**src/rtl/riscv_ctrl_pkg.sv**
```systemverilog
// rtl/riscv_ctrl_pkg.sv - shared opcodes, FSM states and ALU encodings for the multi-cycle core control
package riscv_ctrl_pkg;

  localparam logic [6:0] OP_LOAD   = 7'b0000011;
  localparam logic [6:0] OP_STORE  = 7'b0100011;
  localparam logic [6:0] OP_RTYPE  = 7'b0110011;
  localparam logic [6:0] OP_ITYPE  = 7'b0010011;
  localparam logic [6:0] OP_BRANCH = 7'b1100011;
  localparam logic [6:0] OP_JAL    = 7'b1101111;

  typedef enum logic [3:0] {
    S_FETCH    = 4'd0,
    S_DECODE   = 4'd1,
    S_MEMADR   = 4'd2,
    S_MEMREAD  = 4'd3,
    S_MEMWB    = 4'd4,
    S_MEMWRITE = 4'd5,
    S_EXECR    = 4'd6,
    S_EXECI    = 4'd7,
    S_ALUWB    = 4'd8,
    S_BEQ      = 4'd9,
    S_JAL      = 4'd10
  } state_t;

  typedef enum logic [1:0] {
    ALUOP_ADD   = 2'b00,
    ALUOP_SUB   = 2'b01,
    ALUOP_FUNCT = 2'b10
  } alu_op_t;

  localparam logic [2:0] ALU_ADD = 3'b000;
  localparam logic [2:0] ALU_SUB = 3'b001;
  localparam logic [2:0] ALU_AND = 3'b010;
  localparam logic [2:0] ALU_OR  = 3'b110;
  localparam logic [2:0] ALU_SLT = 3'b101;

endpackage

```
**src/rtl/alu_decoder.sv**
```systemverilog
// rtl/alu_decoder.sv - combinational ALUOp/funct decode to ALU operation code
module alu_decoder
  import riscv_ctrl_pkg::*;
(
  input  alu_op_t    alu_op,
  input  logic [2:0] funct3,
  input  logic       funct7b5,
  input  logic       op5,
  output logic [2:0] alu_control
);

  always_comb begin
    alu_control = ALU_ADD;
    case (alu_op)
      ALUOP_ADD: alu_control = ALU_ADD;
      ALUOP_SUB: alu_control = ALU_SUB;
      ALUOP_FUNCT: begin
        case (funct3)
          // funct7b5 only means sub for R-type; addi reuses that bit as immediate
          3'b000:  alu_control = (funct7b5 & op5) ? ALU_SUB : ALU_ADD;
          3'b010:  alu_control = ALU_SLT;
          3'b110:  alu_control = ALU_OR;
          3'b111:  alu_control = ALU_AND;
          default: alu_control = ALU_ADD;
        endcase
      end
      default: alu_control = ALU_ADD;
    endcase
  end

endmodule

```
**src/rtl/multicycle_controller.sv**
```systemverilog
// rtl/multicycle_controller.sv - main control FSM of the multi-cycle RV32I core
module multicycle_controller
  import riscv_ctrl_pkg::*;
#(
  parameter int XLEN = 32
) (
  input  logic            clk,
  input  logic            resetn,
  input  logic [6:0]      op,
  input  logic [2:0]      funct3,
  input  logic            funct7b5,
  input  logic            zero,
  input  logic            mem_ready,
  output logic [2:0]      ALUControl,
  output logic [1:0]      ALUSrcA,
  output logic [1:0]      ALUSrcB,
  output logic [1:0]      ResultSrc,
  output logic [1:0]      ImmSrc,
  output logic            AdrSrc,
  output logic            IRWrite,
  output logic            PCWrite,
  output logic            RegWrite,
  output logic            MemWrite,
  output logic            illegal_instr,
  output logic [XLEN-1:0] instret_count
);

  state_t  state;
  alu_op_t alu_op;
  logic    ir_write_s, pc_update_s, branch_s, reg_write_s, mem_write_s;
  logic    retire;

  assign retire = (state == S_MEMWB) || (state == S_ALUWB) || (state == S_BEQ) ||
                  ((state == S_MEMWRITE) && mem_ready);

  always_ff @(posedge clk or negedge resetn) begin
    if (!resetn) begin
      state         <= S_FETCH;
      illegal_instr <= 1'b0;
      instret_count <= '0;
    end else begin
      illegal_instr <= 1'b0;
      if (retire) instret_count <= instret_count + XLEN'(1);
      case (state)
        S_FETCH:    if (mem_ready) state <= S_DECODE;
        S_DECODE: begin
          case (op)
            OP_LOAD, OP_STORE: state <= S_MEMADR;
            OP_RTYPE:          state <= S_EXECR;
            OP_ITYPE:          state <= S_EXECI;
            OP_BRANCH:         state <= S_BEQ;
            OP_JAL:            state <= S_JAL;
            default: begin
              state         <= S_FETCH;
              illegal_instr <= 1'b1;
            end
          endcase
        end
        S_MEMADR:   state <= op[5] ? S_MEMWRITE : S_MEMREAD;
        S_MEMREAD:  if (mem_ready) state <= S_MEMWB;
        S_MEMWB:    state <= S_FETCH;
        S_MEMWRITE: if (mem_ready) state <= S_FETCH;
        S_EXECR:    state <= S_ALUWB;
        S_EXECI:    state <= S_ALUWB;
        S_ALUWB:    state <= S_FETCH;
        S_BEQ:      state <= S_FETCH;
        S_JAL:      state <= S_ALUWB;
        default:    state <= S_FETCH;
      endcase
    end
  end

  always_comb begin
    ALUSrcA     = 2'b00;
    ALUSrcB     = 2'b00;
    ResultSrc   = 2'b00;
    AdrSrc      = 1'b0;
    alu_op      = ALUOP_ADD;
    ir_write_s  = 1'b0;
    pc_update_s = 1'b0;
    branch_s    = 1'b0;
    reg_write_s = 1'b0;
    mem_write_s = 1'b0;
    case (state)
      S_FETCH: begin
        ALUSrcB     = 2'b10;
        ResultSrc   = 2'b10;
        ir_write_s  = mem_ready;
        pc_update_s = mem_ready;
      end
      S_DECODE: begin
        ALUSrcA = 2'b01;
        ALUSrcB = 2'b01;
      end
      S_MEMADR: begin
        ALUSrcA = 2'b10;
        ALUSrcB = 2'b01;
      end
      S_MEMREAD:  AdrSrc = 1'b1;
      S_MEMWB: begin
        ResultSrc   = 2'b01;
        reg_write_s = 1'b1;
      end
      S_MEMWRITE: begin
        AdrSrc      = 1'b1;
        mem_write_s = 1'b1;
      end
      S_EXECR: begin
        ALUSrcA = 2'b10;
        alu_op  = ALUOP_FUNCT;
      end
      S_EXECI: begin
        ALUSrcA = 2'b10;
        ALUSrcB = 2'b01;
        alu_op  = ALUOP_FUNCT;
      end
      S_ALUWB:    reg_write_s = 1'b1;
      S_BEQ: begin
        ALUSrcA  = 2'b10;
        alu_op   = ALUOP_SUB;
        branch_s = 1'b1;
      end
      S_JAL: begin
        ALUSrcA     = 2'b01;
        ALUSrcB     = 2'b10;
        pc_update_s = 1'b1;
      end
      default: ;
    endcase
  end

  // Enables are gated by resetn so nothing can write while reset is held
  assign IRWrite  = resetn & ir_write_s;
  assign PCWrite  = resetn & (pc_update_s | (branch_s & zero));
  assign RegWrite = resetn & reg_write_s;
  assign MemWrite = resetn & mem_write_s;

  always_comb begin
    case (op)
      OP_STORE:  ImmSrc = 2'b01;
      OP_BRANCH: ImmSrc = 2'b10;
      OP_JAL:    ImmSrc = 2'b11;
      default:   ImmSrc = 2'b00;
    endcase
  end

  alu_decoder u_alu_decoder (
    .alu_op     (alu_op),
    .funct3     (funct3),
    .funct7b5   (funct7b5),
    .op5        (op[5]),
    .alu_control(ALUControl)
  );

endmodule

```
**config.mk**
```make
export PLATFORM = sky130hd
export DESIGN_NAME = multicycle_controller
export DESIGN_NICKNAME = d
export VERILOG_FILES = /design/src/rtl/riscv_ctrl_pkg.sv /design/src/rtl/alu_decoder.sv /design/src/rtl/multicycle_controller.sv
export SDC_FILE = /design/constraint.sdc
export NUM_CORES = 1
export LEC_CHECK = 0
export BUFFER_PORTS_ARGS = -buffer_cell sky130_fd_sc_hd__buf_2
export CAP_MARGIN = 10
export CELL_PAD_IN_SITES_DETAIL_PLACEMENT = 1
export CELL_PAD_IN_SITES_GLOBAL_PLACEMENT = 2
export CORE_ASPECT_RATIO = 0.75
export CORE_UTILIZATION = 32
export DETAILED_ROUTE_END_ITERATION = 8
export GPL_TIMING_DRIVEN = 1
export MAX_ROUTING_LAYER = met4
export PLACE_DENSITY = 0.85
export SLEW_MARGIN = 20
export SYNTH_ARGS = -nofsm -noshare
export SYNTH_HDL_FRONTEND = slang
export SYNTH_HIERARCHICAL = 1
export SYNTH_SLANG_ARGS = --single-unit
export TNS_END_PERCENT = 30
```
**constraint.sdc**
```tcl
create_clock -name clk -period 2.3 [get_ports clk]
set_clock_uncertainty 0.1 [all_clocks]
set_input_delay 0 -clock clk [delete_from_list [all_inputs] [get_ports clk]]
set_output_delay 0 -clock clk [all_outputs]
set_load 0.02 [all_outputs]
```
== Yosys cells after proc, flatten, opt, wreduce, memory -nomap -nowiden ==
Index checks and enable logic that the tools add are counted.
W data, S select, Z words.
Cells by class
  add/subtract/negate cells: 1
  eq/ne operators: 24
  mux-type cells: 22
  bitwise logic cells: 7
  reduce and logical (&&, ||, !) cells: 17
Operators by type and width (number)
  $add A32 B1 Y32 const B: 1
  $pmux W4 S6: 1
  $pmux W4 S5: 1
  $eq A4 B3 Y1 const B: 4
  $pmux W2 S2: 4
  $eq A7 B6 Y1 const B: 2
  $eq A7 B7 Y1 const B: 2
  $eq A4 B4 Y1 const B: 3
  $mux W4: 3
  $pmux W3 S4: 1
  $reduce_or A2 Y1: 6
  $eq A4 B2 Y1 const B: 2
  $mux W1: 8
  $eq A7 B2 Y1 const B: 1
  $eq A7 B5 Y1 const B: 1
  $and A1 B1 Y1: 6
  $eq A3 B3 Y1 const B: 2
  $ne A2 B2 Y1 const B: 3
  $pmux W2 S3: 1
  $pmux W3 S2: 1
  $reduce_or A3 Y1: 2
  $reduce_or A6 Y1: 1
  $eq A4 B1 Y1 const B: 1
  $logic_not A4 Y1: 1
  11 further kinds: 13
Word-level totals
  register bits after elaboration: 37
  output and inout port bits: 49
  word-level logic and storage cells: 74

== Logic depth before layout (Yosys ltp) ==
  depth in word-level cells: 5
  depth in mapped cells: 7
  depth with buffers taken out: 6

== Cells and area by module ==
Netlist, hierarchy kept.
By module, submodules not included
  multicycle_controller: times used 1, cells each 218, area each 2219.6 sq um
  alu_decoder: times used 1, cells each 11, area each 73.8 sq um

== Worst setup path before layout ==
OpenSTA, ideal clock, no wires.
  kind: reg2out
  from: register state[1]
  to: output port ALUControl[0]
  arrival time: 2.153 ns
  required time: 2.200 ns
  setup slack: 0.047 ns
  cell stages (with the launch flop): 7
  path buffers: 2
  cell sequence: dfrtp_1 clkbuf_1 clkbuf_1 and2_1 ha_1 or4b_1 o22ai_1
Between the ends
  word-level cells in the longest chain between the ends: 5
  elaborated cells between the ends (all ways): 8
  those cells by class: 5 x eq/ne; 2 x mux; 1 x reduce/logical
RTL lines
  from (decl): line multicycle_controller.sv:28  | state_t state;
  from (signal assigned): line multicycle_controller.sv:59  | S_MEMADR: state <= op[5] ? S_MEMWRITE : S_MEMREAD;
  $eq A4 B3 Y1: line multicycle_controller.sv:84  | case (state)
  $reduce_or A2 Y1 (no source line)
  $pmux W2 S2 (*): line multicycle_controller.sv:84
  named net alu_op[1]: line multicycle_controller.sv:29  | alu_op_t alu_op;
  $eq A2 B2 Y1 or $eq A2 B1 Y1 (tied branches): line alu_decoder.sv:14  | case (alu_op)
  $pmux W3 S2 (*): line alu_decoder.sv:14
  to (decl): line multicycle_controller.sv:14  | output logic [2:0] ALUControl,
Mark *: on every way through the listed nets, which the timed path passes. The rest lies on a longest branch.

== Worst setup path after layout ==
  from: register state[2]
  to: output port ALUControl[0]
Same word-level chain as after synthesis.

==> qor.txt <==
status = completed
Layout Nets = 319
initial antenna violation count = 0
Synth Area per Inst = 10.0 um2
post-synthesis cell area = 2290 um2
EDFF count, synth = 0
Synth Flop Type = dfrtp_1
Achievable Freq = 0.443 GHz
Die Area = 7510 um2
critical path data arrival time = 2.16 ns
Worst-Skew Late Latency = 0.29 ns
GR Util All Layers = 0.173
clock power share = 0.327
vias in the first global route = 1,953
Rel. slew slack = 0.701
Routed WL per cell = 15.5 um
warnings from Yosys = 6
asr flop ratio synth = 1.00
cell seen most often among critical-path stages = buf_6
fin crit period = 2.26 ns
total vias in the final route = 2,015
gpl congestion = 0.715
CTS Buffer Depth = 2
hold_ws = 0.0279 ns
Least-Margin Pin Slew = 0.448 ns
CP Data Required Time = 2.20 ns
Synth cell types = 46
post-synthesis sequential element count = 37
global route overflow = 0
setup TNS = 0 ns
1st-iter DRT viols = 89
Worst Hold Class = in2reg
Max Transition Viols Final = 0
Cell Int Power = 1.21 mW
first-pass GRT wire length = 9.72 mm
DR WL met3 = 177 um
Ports = 64
core area = 6860 um2
cells after synthesis = 229
Die Span Y = 75.3 um
RSZ-0062 raised after global routing = yes
Cell Pwr Density = 606 nW/um2
largest net degree at the start of global routing = 32
Ant. Diodes = 0
FP Rows = 26
register area share after synthesis = 0.404
CTS tree = built
crit path capture type = output pin
slowest CP cell = or4b_4
largest stage delay on the critical path = 0.53 ns
Initial DRT Pass Iterations = 6
Area Overhead vs Synth = 29.8%
Max Cap Viol = 0
Initial Util = 0.334
Leak Pwr = 1.16 nW
routed vias/inst = 5.04
syn nets = 247
DRT Wirelength = 6.19 mm
Worst-path clk slew = 0.07 ns
H-tree levels = 2
endpoints failing hold = 0
Root Buffer = clkbuf_8
sequential share of power = 0.413
post-route ant nets = 0
Max IR drop VDD = 0.255 mV
Metal-1 WL = 3.07 mm
fraction of layout cells with a size suffix above 1 = 0.361
die width = 99.8 um
sw power = 0.590 mW
HPWL after DPL = 4.32 mm
Met2 Wirelength = 2.87 mm
IO Port Bufs = 63
Post-Layout Inst Area = 2980 um2
Startpoint Class = flip-flop
CP cell instances = buf_6 -> nor2b_4 -> and2_4 -> ha_4 -> or4b_4 -> o22ai_4 -> buf_6
total power = 1.80 mW
WS Path Type = reg2out
CTS buffer count = 5
switching share of power = 0.327
highest metal used = met4
Sink Count = 37
final setup vio count = 0
Placed Instance Area = 2740 um2
worst-path maximum fanout = 4
Remaining DRCs = 0
Final Cycle Share = 0.982
combinational power share = 0.260
==> metrics by stage <==
stage	util	instances	setup slack (ns)
2_1_floorplan	-	229	0.0474
3_3_place_gp	0.399	386	0.298
3_5_place_dp	0.399	386	0.236
4_1_cts	0.424	398	0.00127
5_1_grt	0.434	400	-0.0594
6_report	0.434	400	0.0413
==> placed cells by master (no fill, tap or decap), types with 5 or more instances in the layout <==
cell type  count
buf_4         12
nor3b_1        5
nand3_1        8
a21oi_1        5
nor4_1         7
dfrtp_1       36
nand2_1       13
nor4_2         8
nor2_1        12
clkbuf_8       6
nor3_1        11
nor2b_1        6
buf_2         62
xor2_1        32
nand4_1        7
==> critical path: cells and delay by family (launching register included) <==
kind,cells,cell delay (ns)
AO/OA/AOI/OAI,1,0.14
adder cells (fa/ha/maj),1,0.23
AND/OR/NAND/NOR,3,0.82
buffers and inverters,2,0.27
flip-flops,1,0.41
==> logic make-up after synthesis <==
family,synth area share
AOI/OAI and AO/OA,0.0584
adders and majority gates,0.0164
and+or+nand+nor,0.337
DFF,0.404
xor gates and xnor gates,0.134
buffers and inverters,0.0420
muxes,0.00927
==> final cells by class <==
| type | count | area, um2 |
|---|---|---|
| Clock buffer | 7 | 86.3 |
| Clock inverter | 1 | 30.0 |
| Fill cell | 814 | 3890 |
| Inverter | 4 | 15.0 |
| Multi-Input combinational cell | 172 | 1320 |
| Sequential cell | 37 | 927 |
| Tap cell | 98 | 123 |
| Timing Repair Buffer | 81 | 474 |
==> what timing repair did <==
item                                    4_1_cts  5_1_grt
hold buffers                                  4        0
hold endpoints to repair                     38        0
pin swaps                                     0        3
endpoints found under the setup margin        1        1
gates resized for setup                       2       13
buffers inserted                              0        2
==> Yosys cell counts (3+ instances only) <==
library cell  count  area (um2)
dfrtp_1          37         926
xor2_1           32         280
nand2_1          13        48.8
nor2_1           13        48.8
nor3_1           11        55.1
clkbuf_1          9        33.8
nand3_1           8        40.0
nor4_2            8         100
nand4_1           7        43.8
nor2b_1           7        43.8
nor4_1            7        43.8
a21oi_1           5        25.0
nor3b_1           5        37.5
and4_1            4        35.0
inv_1             4        15.0
nor4_4            4        85.1
nor4b_1           4        35.0
o21ai_0           4        20.0
and3_1            3        18.8
buf_1             3        11.3
ha_1              3        37.5
nand2b_1          3        18.8
xnor2_1           3        26.3
==> power groups by stage <==
stage | clock network [mW] | logic, mW | registers [mW]
2_1_floorplan | 0 | 0.235 | 0.793
3_3_place_gp | 0 | 0.449 | 0.752
3_5_place_dp | 0 | 0.457 | 0.755
4_1_cts | 0.612 | 0.466 | 0.743
5_1_grt | 0.634 | 0.507 | 0.752
6_report | 0.590 | 0.469 | 0.744
==> state kept, by name, summed over array words and instances, names as in the netlist <==
name,flops
illegal_instr,1
state,4
instret_count,32
==> worst paths after layout <==
kind,from,endpoint,slack (ns),cells past startpoint
worst max register to register,instret_count[10],instret_count[29],0.22,5
worst max-delay path,state[2],ALUControl[0],0.04,7
max in group asynchronous,resetn,instret_count[29],1.34,3
worst min-delay path,op[0],illegal_instr,0.03,4
min in group asynchronous,resetn,state[2],0.09,2
worst min register to register,instret_count[31],instret_count[31],0.37,1
==> per-layer routing <==
layer,up-vias,GRT usage
met5,-,-
met4,0,0.0588
met3,9,0.0284
met2,40,0.265
met1,1002,0.235
li1,964,-
Note: power is estimated with default switching activity, not from simulation.
